**src/rtl/nes_poll_scheduler_if.sv**
```systemverilog
// rtl/nes_poll_scheduler_if.sv - pad pin and game-side signal bundle for nes_poll_scheduler
interface nes_poll_scheduler_if;
    logic       poll_req;
    logic       data_p1;
    logic       data_p2;
    logic       latch;
    logic       nes_clk;
    logic [7:0] buttons_p1;
    logic [7:0] buttons_p2;
    logic [7:0] pressed_p1;
    logic [7:0] pressed_p2;
    logic       valid;
    logic       busy;
    logic       missed;

    // System / pad side: issues requests, drives pad data, observes results.
    modport master (
        output poll_req,
        output data_p1,
        output data_p2,
        input  latch,
        input  nes_clk,
        input  buttons_p1,
        input  buttons_p2,
        input  pressed_p1,
        input  pressed_p2,
        input  valid,
        input  busy,
        input  missed
    );

    // Scheduler side.
    modport slave (
        input  poll_req,
        input  data_p1,
        input  data_p2,
        output latch,
        output nes_clk,
        output buttons_p1,
        output buttons_p2,
        output pressed_p1,
        output pressed_p2,
        output valid,
        output busy,
        output missed
    );
endinterface

```
**src/rtl/nes_poll_scheduler.sv**
```systemverilog
// rtl/nes_poll_scheduler.sv - two-pad NES serial poll sequencer with atomic commit and press edges
module nes_poll_scheduler #(
    parameter int unsigned LATCH_CYCLES    = 600,
    parameter int unsigned HALF_CYCLES     = 300,
    parameter int unsigned POLL_PERIOD     = 833333,
    parameter bit          DATA_ACTIVE_LOW = 1'b1
) (
    input  logic                 clk,
    input  logic                 reset_n,
    nes_poll_scheduler_if.slave  bus
);

    localparam int unsigned PH_MAX = (LATCH_CYCLES > HALF_CYCLES) ? LATCH_CYCLES : HALF_CYCLES;
    localparam int          PW     = (PH_MAX > 1) ? $clog2(PH_MAX) : 1;

    typedef enum logic [2:0] {
        S_IDLE,
        S_LATCH,
        S_CLK_HI,
        S_CLK_LO,
        S_COMMIT
    } state_t;

    state_t         state;
    logic [PW-1:0]  phase;
    logic [2:0]     bit_idx;
    logic           pending;
    logic [1:0]     sync_p1;
    logic [1:0]     sync_p2;
    logic [7:0]     capture_p1;
    logic [7:0]     capture_p2;
    logic [7:0]     next_p1;
    logic [7:0]     next_p2;
    logic           bit_p1;
    logic           bit_p2;
    logic           timer_wrap;
    logic           req;

    logic           latch_q;
    logic           nes_clk_q;
    logic [7:0]     buttons_p1_q;
    logic [7:0]     buttons_p2_q;
    logic [7:0]     pressed_p1_q;
    logic [7:0]     pressed_p2_q;
    logic           valid_q;
    logic           busy_q;
    logic           missed_q;

    // Free-running frame timer; a zero period removes it entirely.
    generate
        if (POLL_PERIOD > 0) begin : g_timer
            localparam int TW = (POLL_PERIOD > 1) ? $clog2(POLL_PERIOD) : 1;
            logic [TW-1:0] timer;

            assign timer_wrap = (timer == TW'(POLL_PERIOD - 1));

            // Count 0..POLL_PERIOD-1 and wrap.
            always_ff @(posedge clk or negedge reset_n) begin
                if (!reset_n) begin
                    timer <= '0;
                end else if (timer_wrap) begin
                    timer <= '0;
                end else begin
                    timer <= timer + TW'(1);
                end
            end
        end else begin : g_no_timer
            assign timer_wrap = 1'b0;
        end
    endgenerate

    // Both sources collapse into one request, so a coincident pair counts once.
    assign req = bus.poll_req | timer_wrap;

    // Pad data arrives asynchronously; two flops before any sampling.
    always_ff @(posedge clk or negedge reset_n) begin
        if (!reset_n) begin
            sync_p1 <= 2'b00;
            sync_p2 <= 2'b00;
        end else begin
            sync_p1 <= {sync_p1[0], bus.data_p1};
            sync_p2 <= {sync_p2[0], bus.data_p2};
        end
    end

    // Normalise polarity so a captured 1 always means pressed.
    assign bit_p1 = sync_p1[1] ^ DATA_ACTIVE_LOW;
    assign bit_p2 = sync_p2[1] ^ DATA_ACTIVE_LOW;

    // Capture image with the current bit slotted in, so bit 7 can commit on the same edge.
    always_comb begin
        next_p1          = capture_p1;
        next_p2          = capture_p2;
        next_p1[bit_idx] = bit_p1;
        next_p2[bit_idx] = bit_p2;
    end

    // Sweep sequencer with request queueing; all pin and status outputs are registered here.
    always_ff @(posedge clk or negedge reset_n) begin
        if (!reset_n) begin
            state        <= S_IDLE;
            phase        <= '0;
            bit_idx      <= 3'd0;
            pending      <= 1'b0;
            capture_p1   <= 8'h00;
            capture_p2   <= 8'h00;
            latch_q      <= 1'b0;
            nes_clk_q    <= 1'b0;
            buttons_p1_q <= 8'h00;
            buttons_p2_q <= 8'h00;
            pressed_p1_q <= 8'h00;
            pressed_p2_q <= 8'h00;
            valid_q      <= 1'b0;
            busy_q       <= 1'b0;
            missed_q     <= 1'b0;
        end else begin
            valid_q      <= 1'b0;
            missed_q     <= 1'b0;
            pressed_p1_q <= 8'h00;
            pressed_p2_q <= 8'h00;

            // A request that cannot start now is parked once, then dropped.
            if (state != S_IDLE && req) begin
                if (!pending) begin
                    pending <= 1'b1;
                end else begin
                    missed_q <= 1'b1;
                end
            end

            case (state)
                S_IDLE: begin
                    if (req || pending) begin
                        state   <= S_LATCH;
                        phase   <= '0;
                        bit_idx <= 3'd0;
                        latch_q <= 1'b1;
                        busy_q  <= 1'b1;
                        pending <= 1'b0;
                        // A fresh request landing while the queued one is taken is lost.
                        if (req && pending) begin
                            missed_q <= 1'b1;
                        end
                    end
                end

                S_LATCH: begin
                    if (phase == PW'(LATCH_CYCLES - 1)) begin
                        capture_p1 <= next_p1;
                        capture_p2 <= next_p2;
                        latch_q    <= 1'b0;
                        nes_clk_q  <= 1'b1;
                        phase      <= '0;
                        bit_idx    <= 3'd1;
                        state      <= S_CLK_HI;
                    end else begin
                        phase <= phase + PW'(1);
                    end
                end

                S_CLK_HI: begin
                    if (phase == PW'(HALF_CYCLES - 1)) begin
                        nes_clk_q <= 1'b0;
                        phase     <= '0;
                        state     <= S_CLK_LO;
                    end else begin
                        phase <= phase + PW'(1);
                    end
                end

                S_CLK_LO: begin
                    if (phase == PW'(HALF_CYCLES - 1)) begin
                        capture_p1 <= next_p1;
                        capture_p2 <= next_p2;
                        phase      <= '0;
                        if (bit_idx == 3'd7) begin
                            buttons_p1_q <= next_p1;
                            buttons_p2_q <= next_p2;
                            pressed_p1_q <= next_p1 & ~buttons_p1_q;
                            pressed_p2_q <= next_p2 & ~buttons_p2_q;
                            valid_q      <= 1'b1;
                            state        <= S_COMMIT;
                        end else begin
                            bit_idx   <= bit_idx + 3'd1;
                            nes_clk_q <= 1'b1;
                            state     <= S_CLK_HI;
                        end
                    end else begin
                        phase <= phase + PW'(1);
                    end
                end

                S_COMMIT: begin
                    busy_q <= 1'b0;
                    state  <= S_IDLE;
                end

                default: begin
                    state <= S_IDLE;
                end
            endcase
        end
    end

    assign bus.latch      = latch_q;
    assign bus.nes_clk    = nes_clk_q;
    assign bus.buttons_p1 = buttons_p1_q;
    assign bus.buttons_p2 = buttons_p2_q;
    assign bus.pressed_p1 = pressed_p1_q;
    assign bus.pressed_p2 = pressed_p2_q;
    assign bus.valid      = valid_q;
    assign bus.busy       = busy_q;
    assign bus.missed     = missed_q;

endmodule
```
**src/flat_wrapper.sv**
```systemverilog
// flat-port wrapper written by rule: the top's interface ports become plain ports
module nes_poll_scheduler_flat 
#(
    parameter int unsigned LATCH_CYCLES    = 600,
    parameter int unsigned HALF_CYCLES     = 300,
    parameter int unsigned POLL_PERIOD     = 833333,
    parameter bit          DATA_ACTIVE_LOW = 1'b1
)
  (clk, reset_n, bus_poll_req, bus_data_p1, bus_data_p2, bus_latch, bus_nes_clk, bus_buttons_p1, bus_buttons_p2, bus_pressed_p1, bus_pressed_p2, bus_valid, bus_busy, bus_missed);
  nes_poll_scheduler_if bus_i ();
  input  logic clk;
  input  logic reset_n;
  input wire logic [$bits(bus_i.poll_req)-1:0] bus_poll_req;
  input wire logic [$bits(bus_i.data_p1)-1:0] bus_data_p1;
  input wire logic [$bits(bus_i.data_p2)-1:0] bus_data_p2;
  output wire logic [$bits(bus_i.latch)-1:0] bus_latch;
  output wire logic [$bits(bus_i.nes_clk)-1:0] bus_nes_clk;
  output wire logic [$bits(bus_i.buttons_p1)-1:0] bus_buttons_p1;
  output wire logic [$bits(bus_i.buttons_p2)-1:0] bus_buttons_p2;
  output wire logic [$bits(bus_i.pressed_p1)-1:0] bus_pressed_p1;
  output wire logic [$bits(bus_i.pressed_p2)-1:0] bus_pressed_p2;
  output wire logic [$bits(bus_i.valid)-1:0] bus_valid;
  output wire logic [$bits(bus_i.busy)-1:0] bus_busy;
  output wire logic [$bits(bus_i.missed)-1:0] bus_missed;
  assign bus_i.poll_req = bus_poll_req;
  assign bus_i.data_p1 = bus_data_p1;
  assign bus_i.data_p2 = bus_data_p2;
  assign bus_latch = bus_i.latch;
  assign bus_nes_clk = bus_i.nes_clk;
  assign bus_buttons_p1 = bus_i.buttons_p1;
  assign bus_buttons_p2 = bus_i.buttons_p2;
  assign bus_pressed_p1 = bus_i.pressed_p1;
  assign bus_pressed_p2 = bus_i.pressed_p2;
  assign bus_valid = bus_i.valid;
  assign bus_busy = bus_i.busy;
  assign bus_missed = bus_i.missed;
  nes_poll_scheduler #(.LATCH_CYCLES(LATCH_CYCLES), .HALF_CYCLES(HALF_CYCLES), .POLL_PERIOD(POLL_PERIOD), .DATA_ACTIVE_LOW(DATA_ACTIVE_LOW)) u_core (.clk(clk), .reset_n(reset_n), .bus(bus_i));
endmodule
```
**config.mk**
```make
export PLATFORM = sky130hd
export DESIGN_NAME = nes_poll_scheduler_flat
export DESIGN_NICKNAME = d
export VERILOG_FILES = /design/src/rtl/nes_poll_scheduler_if.sv /design/src/rtl/nes_poll_scheduler.sv /design/src/flat_wrapper.sv
export SDC_FILE = /design/constraint.sdc
export NUM_CORES = 1
export LEC_CHECK = 0
export BUFFER_PORTS_ARGS = -buffer_cell sky130_fd_sc_hd__buf_2
export CORE_MARGIN = 2
export CORE_UTILIZATION = 28
export CTS_BUF_LIST = sky130_fd_sc_hd__clkbuf_16
export CTS_CLUSTER_DIAMETER = 50
export DETAILED_ROUTE_END_ITERATION = 7
export GPL_ROUTABILITY_DRIVEN = 0
export GPL_TIMING_DRIVEN = 0
export HOLD_SLACK_MARGIN = 0.05
export SLEW_MARGIN = 5
export SYNTH_ARGS = -nofsm -noshare
export SYNTH_HDL_FRONTEND = slang
export SYNTH_SLANG_ARGS = --single-unit
```
**constraint.sdc**
```tcl
create_clock -name clk -period 2.7 [get_ports clk]
set_input_delay 0.135 -clock clk [delete_from_list [all_inputs] [get_ports clk]]
set_output_delay 0.135 -clock clk [all_outputs]
set_load 0.02 [all_outputs]
```
# ---- Yosys cells after proc, flatten, opt, wreduce, memory -nomap -nowiden
# Index checks and enable logic that the tools add are counted.
dict set report classes {
  addsub 3
  n_lt_le_gt_ge 2
  eq_ne 13
  muxes 52
  bitwise_logic 7
  reduce_logical 21
}
# op count
set op_table {}
lappend op_table {{8-bit 2-to-1 mux} 10}
lappend op_table {{8-bit case mux with 2 select lines} 2}
lappend op_table {{10-bit 2-to-1 mux} 3}
lappend op_table {{10-bit case mux with 3 select lines} 1}
lappend op_table {{3-bit 2-to-1 mux} 9}
lappend op_table {{20-bit by 1-bit adder with 20-bit output, second input constant} 1}
lappend op_table {{20-bit equality test, second input constant} 1}
lappend op_table {{20-bit 2-to-1 mux} 1}
lappend op_table {{1-bit 2-to-1 mux} 18}
lappend op_table {{8-bit AND} 2}
lappend op_table {{8-bit bitwise mux} 2}
lappend op_table {{8-bit inverter} 2}
lappend op_table {{3-bit case mux with 4 select lines} 1}
lappend op_table {{3-bit nonzero test} 4}
lappend op_table {{10-bit by 1-bit adder with 10-bit output, second input constant} 1}
lappend op_table {{10-bit equality test, second input constant} 1}
lappend op_table {{10-bit by 9-bit equality test with 1-bit output, second input constant} 1}
lappend op_table {{5-bit AND reduction} 2}
lappend op_table {{3-bit case mux with 3 select lines} 1}
lappend op_table {{3-bit AND reduction} 3}
lappend op_table {{2-bit by 1-bit != test with 1-bit output, second input constant} 4}
lappend op_table {{3-bit by 2-bit equality test with 1-bit output, second input constant} 2}
lappend op_table {{3-bit equality test, second input constant} 2}
lappend op_table {{2-bit nonzero test} 3}
lappend op_table {{16 further kinds} 21}
dict set report word_totals {
  reg_bits 94
  in_bits 5
  output_inout_bits 37
  elab_cells 116
}

# ---- Longest topological paths before layout
dict set report depth {
  depth_word 9
  mapped_depth 8
  depth_no_buf 7
}

# ---- Worst setup path before layout
# Ideal clock, no wire load.
dict set report synth_timing {
  path_type {reg-to-reg}
  start {register u_core.phase[3]}
  end {register u_core.capture_p2[6]}
  setup_time_ns 0.128
  t_arrival_ns 2.027
  required_time_ns 2.572
  path_slack_ns 0.546
  stages_incl_launch_ff 6
  path_buffers 1
  period_less_slack_ns 2.154
  cell_sequence {dfrtp_1 > or4b_4 > or4_4 > a21oi_2 > buf_4 > mux2_1}
}
dict set report synth_via {
  elab_chain_cells 3
  word_cells_on_any_way 5
  cone_classes {eq/ne: 4; reduce/logical: 1}
}
# element line_no
set synth_rtl {}
lappend synth_rtl {{start: declaration} nes_poll_scheduler.sv:25} ;# logic [PW-1:0] phase;
lappend synth_rtl {{start signal: assignment} nes_poll_scheduler.sv:157} ;# phase <= phase + PW'(1);
lappend synth_rtl {{start signal: assignment} nes_poll_scheduler.sv:167} ;# phase <= phase + PW'(1);
lappend synth_rtl {{start signal: assignment} nes_poll_scheduler.sv:189} ;# phase <= phase + PW'(1);
lappend synth_rtl {{10-bit by 9-bit equality test with 1-bit output or 10-bit equality test (tied branches)} {nes_poll_scheduler.sv:172, nes_poll_scheduler.sv:148}}
lappend synth_rtl {{2-bit by 1-bit != test with 1-bit output (no line)} n/a}
lappend synth_rtl {{3-bit AND reduction (no line) *} n/a}
lappend synth_rtl {{end signal: assignment} nes_poll_scheduler.sv:150} ;# capture_p2 <= next_p2;
lappend synth_rtl {{end signal: assignment} nes_poll_scheduler.sv:174} ;# capture_p2 <= next_p2;
lappend synth_rtl {{end: declaration} nes_poll_scheduler.sv:31} ;# logic [7:0] capture_p2;
# Mark *: on every way between the ends. The rest lies on a longest branch, timed or not.
# A chain may end at the register's enable or synchronous reset.

# ---- Worst setup path after layout
dict set report layout_timing {
  start {register u_core.state[2]}
  end {register u_core.buttons_p2_q[2], in the netlist u_core.bus.buttons_p2[2]}
}
dict set report layout_via {
  elab_chain_cells 2
}
# element line_no
set layout_rtl {}
lappend layout_rtl {{start: declaration} nes_poll_scheduler.sv:24} ;# state_t state;
lappend layout_rtl {{start signal: assignment} nes_poll_scheduler.sv:101} ;# state <= S_IDLE;
lappend layout_rtl {{start signal: assignment} nes_poll_scheduler.sv:134} ;# state <= S_LATCH;
lappend layout_rtl {{start signal: assignment} nes_poll_scheduler.sv:155} ;# state <= S_CLK_HI;
lappend layout_rtl {{3-bit by 2-bit equality test with 1-bit output} nes_poll_scheduler.sv:131} ;# case (state)
lappend layout_rtl {{3-bit AND reduction (no line)} n/a}
lappend layout_rtl {{end signal: assignment} nes_poll_scheduler.sv:178} ;# buttons_p2_q <= next_p2;
lappend layout_rtl {{end: declaration} nes_poll_scheduler.sv:42} ;# logic [7:0] buttons_p2_q;
# No other way between the ends.

==> flow_metrics.py <==
metrics = {
    "global_route": {
        "antenna_found_initial": 0,
        "first_global_vias": 3037,
        "grt_overflow": 0,
        "grt_pass1_wl_um": 14900,
        "grt_max_degree": 63,
        "track_usage": 0.117,
    },
    "detailed_routing": {
        "drt-pass1-iter-count": 4,
        "wire_per_inst_um": 13.4,
        "wl_um": 8670,
        "first_iter_violations": 169,
        "ant_nets": 0,
        "vias": 3055,
        "drc": 0,
        "vias_per_cell": 4.71,
    },
    "hold_path": {
        "hold_class": "in2async",
    },
    "logic_synthesis": {
        "synth_cells": 402,
        "synthTopCellsByArea": "dfrtp_1 (57%), nor2_1 (5.2%), nand2_1 (3.2%)",
        "netlist_area_sq_um": 4140,
        "syn_nets": 412,
        "yosys_warnings": 0,
        "yosysTopAreaCell": "dfrtp_1",
        "synth-edff-count": 0,
        "ys_ff_latch": 94,
        "async_flop_share": 1.00,
        "ys_seq_area_frac": 0.568,
        "synth.avg_cell_area_sq_um": 10.3,
        "ys.flop_type": "dfrtp_1",
        "synth_top_area_share": 0.568,
        "ys_types": 54,
    },
    "clock_network": {
        "insertion_delay_ns": 0.34,
        "numCtsBuffers": 9,
        "cts_setup_buffers": 0,
        "clk_pin_slew_ns": 0.07,
        "cts.root.buffer_cell": "clkbuf_16",
        "cts_tree": "built",
        "clock_sinks": 94,
        "clockBufferDepth": 2,
        "cts_resized": 0,
        "htreeDepth": 3,
    },
    "setup_path": {
        "arrival_ns": 2.61,
        "cpPeakStageDelay_ns": 0.48,
        "cp_slowest_cell": "buf_1",
        "crit_path_end_kind": "flop",
        "crit_top_cell": "clkbuf_1",
        "cp-start-kind": "flop",
        "worstSetupPathType": "reg2reg",
        "worst_r2r_path_depth": 7,
        "path_cells": "clkbuf_1 -> nor2b_1 -> nand4_1 -> clkbuf_1 -> buf_1 -> nand2_1 -> o21ai_0",
        "critPathMaxFanout": 10,
        "worst_ep_required_time_ns": 2.96,
    },
    "power": {
        "peakVddDrop_v": 0.000316,
        "leakagePower_uw": 0.00233,
        "powerDensity_nw_per_um2": 553,
    },
    "layout": {
        "seqCellArea_sq_um": 2350,
        "area_delta_synth_final_pct": 19.4,
        "diodes": 0,
        "fillers": 1450,
        "final_cell_mix": "dfrtp_1 (94), nor2_1 (57), buf_2 (41)",
        "fin_cells": 648,
        "layout_commonest_cell": "dfrtp_1",
        "fin_nets": 469,
        "drive_gt1_frac": 0.181,
        "multiInputGateArea_sq_um": 1680,
    },
    "sta": {
        "max_freq_mhz": 426,
        "finalCriticalPeriod_ns": 2.35,
        "rsz0062_at_grt": "no",
        "tns_ns": 0,
        "hold_viol_final": 0,
        "setup_viol": 0,
        "worst_slew_pin_slew_ns": 0.579,
        "slew_headroom": 0.614,
        "slew_violations": 0,
        "clock_skew_ns": 0.00494,
        "fin_crit_sh": 0.869,
    },
    "run_status": {
        "status": "complete, no violations",
    },
    "place": {
        "placed_cells": 628,
        "dp_hpwl_um": 6100,
        "port_buffers": 41,
    },
    "die": {
        "die_x_um": 126,
        "die_area_sq_um": 15800,
        "ioPinCount": 42,
        "core_sq_um": 14500,
        "rows": 44,
        "die_h_um": 126,
        "start_util": 0.286,
    },
    "flow_run": {
        "drv_cap": 0,
    },
}
registers in the layout (all words and copies together) (netlist names), 8 cells and up:
signal	cells
u_core.g_timer.timer	20
u_core.phase	10
u_core.bus.buttons_p1	8
u_core.bus.buttons_p2	8
u_core.bus.pressed_p1	8
u_core.bus.pressed_p2	8
u_core.capture_p1	8
u_core.capture_p2	8
path summary, 6_finish.rpt:
check	from	end	slack (ns)
worst max-delay path	u_core.state[2]	u_core.bus.buttons_p2[2]	0.35
worst min-delay path	reset_n	u_core.g_timer.timer[5]	0.28
worst max register to register	u_core.state[2]	u_core.bus.buttons_p2[2]	0.35
worst min register to register	u_core.sync_p2[0]	u_core.sync_p2[1]	0.36
max in group asynchronous	reset_n	u_core.bus.buttons_p2[5]	1.77
min in group clk	u_core.sync_p2[0]	u_core.sync_p2[1]	0.36
per-stage QoR:
step	hold slack, ns	worst slack, ns	instance area [sq um]	util	power, uW
2_1_floorplan	-0.161	0.546	4140	-	1450
3_3_place_gp	0.247	0.390	4580	0.316	1480
3_5_place_dp	0.122	0.307	4610	0.318	1490
4_1_cts	0.289	0.293	4940	0.342	2780
5_1_grt	0.324	0.00756	4940	0.342	2840
6_report	0.283	0.354	4940	0.342	2740
layer usage:
layer / global-route usage / routed length (um) / up-vias
li1: - / - / 1505
met1: 0.154 / 4120 / 1492
met2: 0.179 / 4040 / 48
met3: 0.0365 / 392 / 10
met4: 0.0444 / 108 / 0
met5: 0 / 0 / -
worst max-delay path, delay by kind of cell, from the launching register on:
| kind | cells | cell delay (ns) |
|---|---|---|
| flip-flops | 1 | 0.32 |
| AND/OR/NAND/NOR | 3 | 0.52 |
| AO/OA/AOI/OAI | 1 | 0.09 |
| buffers and inverters | 3 | 1.32 |
power breakdown:
| part | internal [uW] | total, uW | switching, uW |
|---|---|---|---|
| Combinational | 12.8 | 49.0 | 36.1 |
| Sequential | 1410 | 1410 | 0.849 |
| Clock | 721 | 1270 | 554 |
layout make-up:
class	instances	share of cell area
Inverter	9	0.00683
Clock buffer	9	0.0455
Sequential cell	94	0.476
Tap cell	184	0.0466
Buffer	18	0.0162
Clock inverter	7	0.0147
Multi-Input combinational cell	281	0.339
Timing Repair Buffer	46	0.0557
what timing repair did:
action,4_1_cts,5_1_grt
endpoints found under the setup margin,0,0
hold buffers,4,0
hold endpoints to repair,35,0
cells by family after synthesis:
kind of cell               Yosys count  synth area share
DFF                                 94             0.568
buffers and inverters               27            0.0275
xor gates and xnor gates            17            0.0360
adders and majority gates            5            0.0151
muxes                               11            0.0293
and+or+nand+nor                    168             0.204
AOI/OAI and AO/OA                   80             0.121
cell usage after synthesis, types with 2 or more instances:
cell	count
or3_1	5
nand4_1	7
mux2_2	4
and3_1	8
xnor2_1	12
nor3b_1	3
or3b_2	2
mux2_1	5
and2_1	3
nor3_1	17
clkbuf_1	13
buf_1	2
o21ai_0	21
a21oi_1	26
nor2_1	57
inv_1	9
ha_1	5
nor2b_1	3
nand3b_1	4
nand2_1	35
a21oi_2	11
mux2i_1	2
a22o_1	4
xor2_1	5
o31ai_1	2
nand3_1	12
dfrtp_1	94
a31oi_1	5
Note: power is estimated with default switching activity, not from simulation.
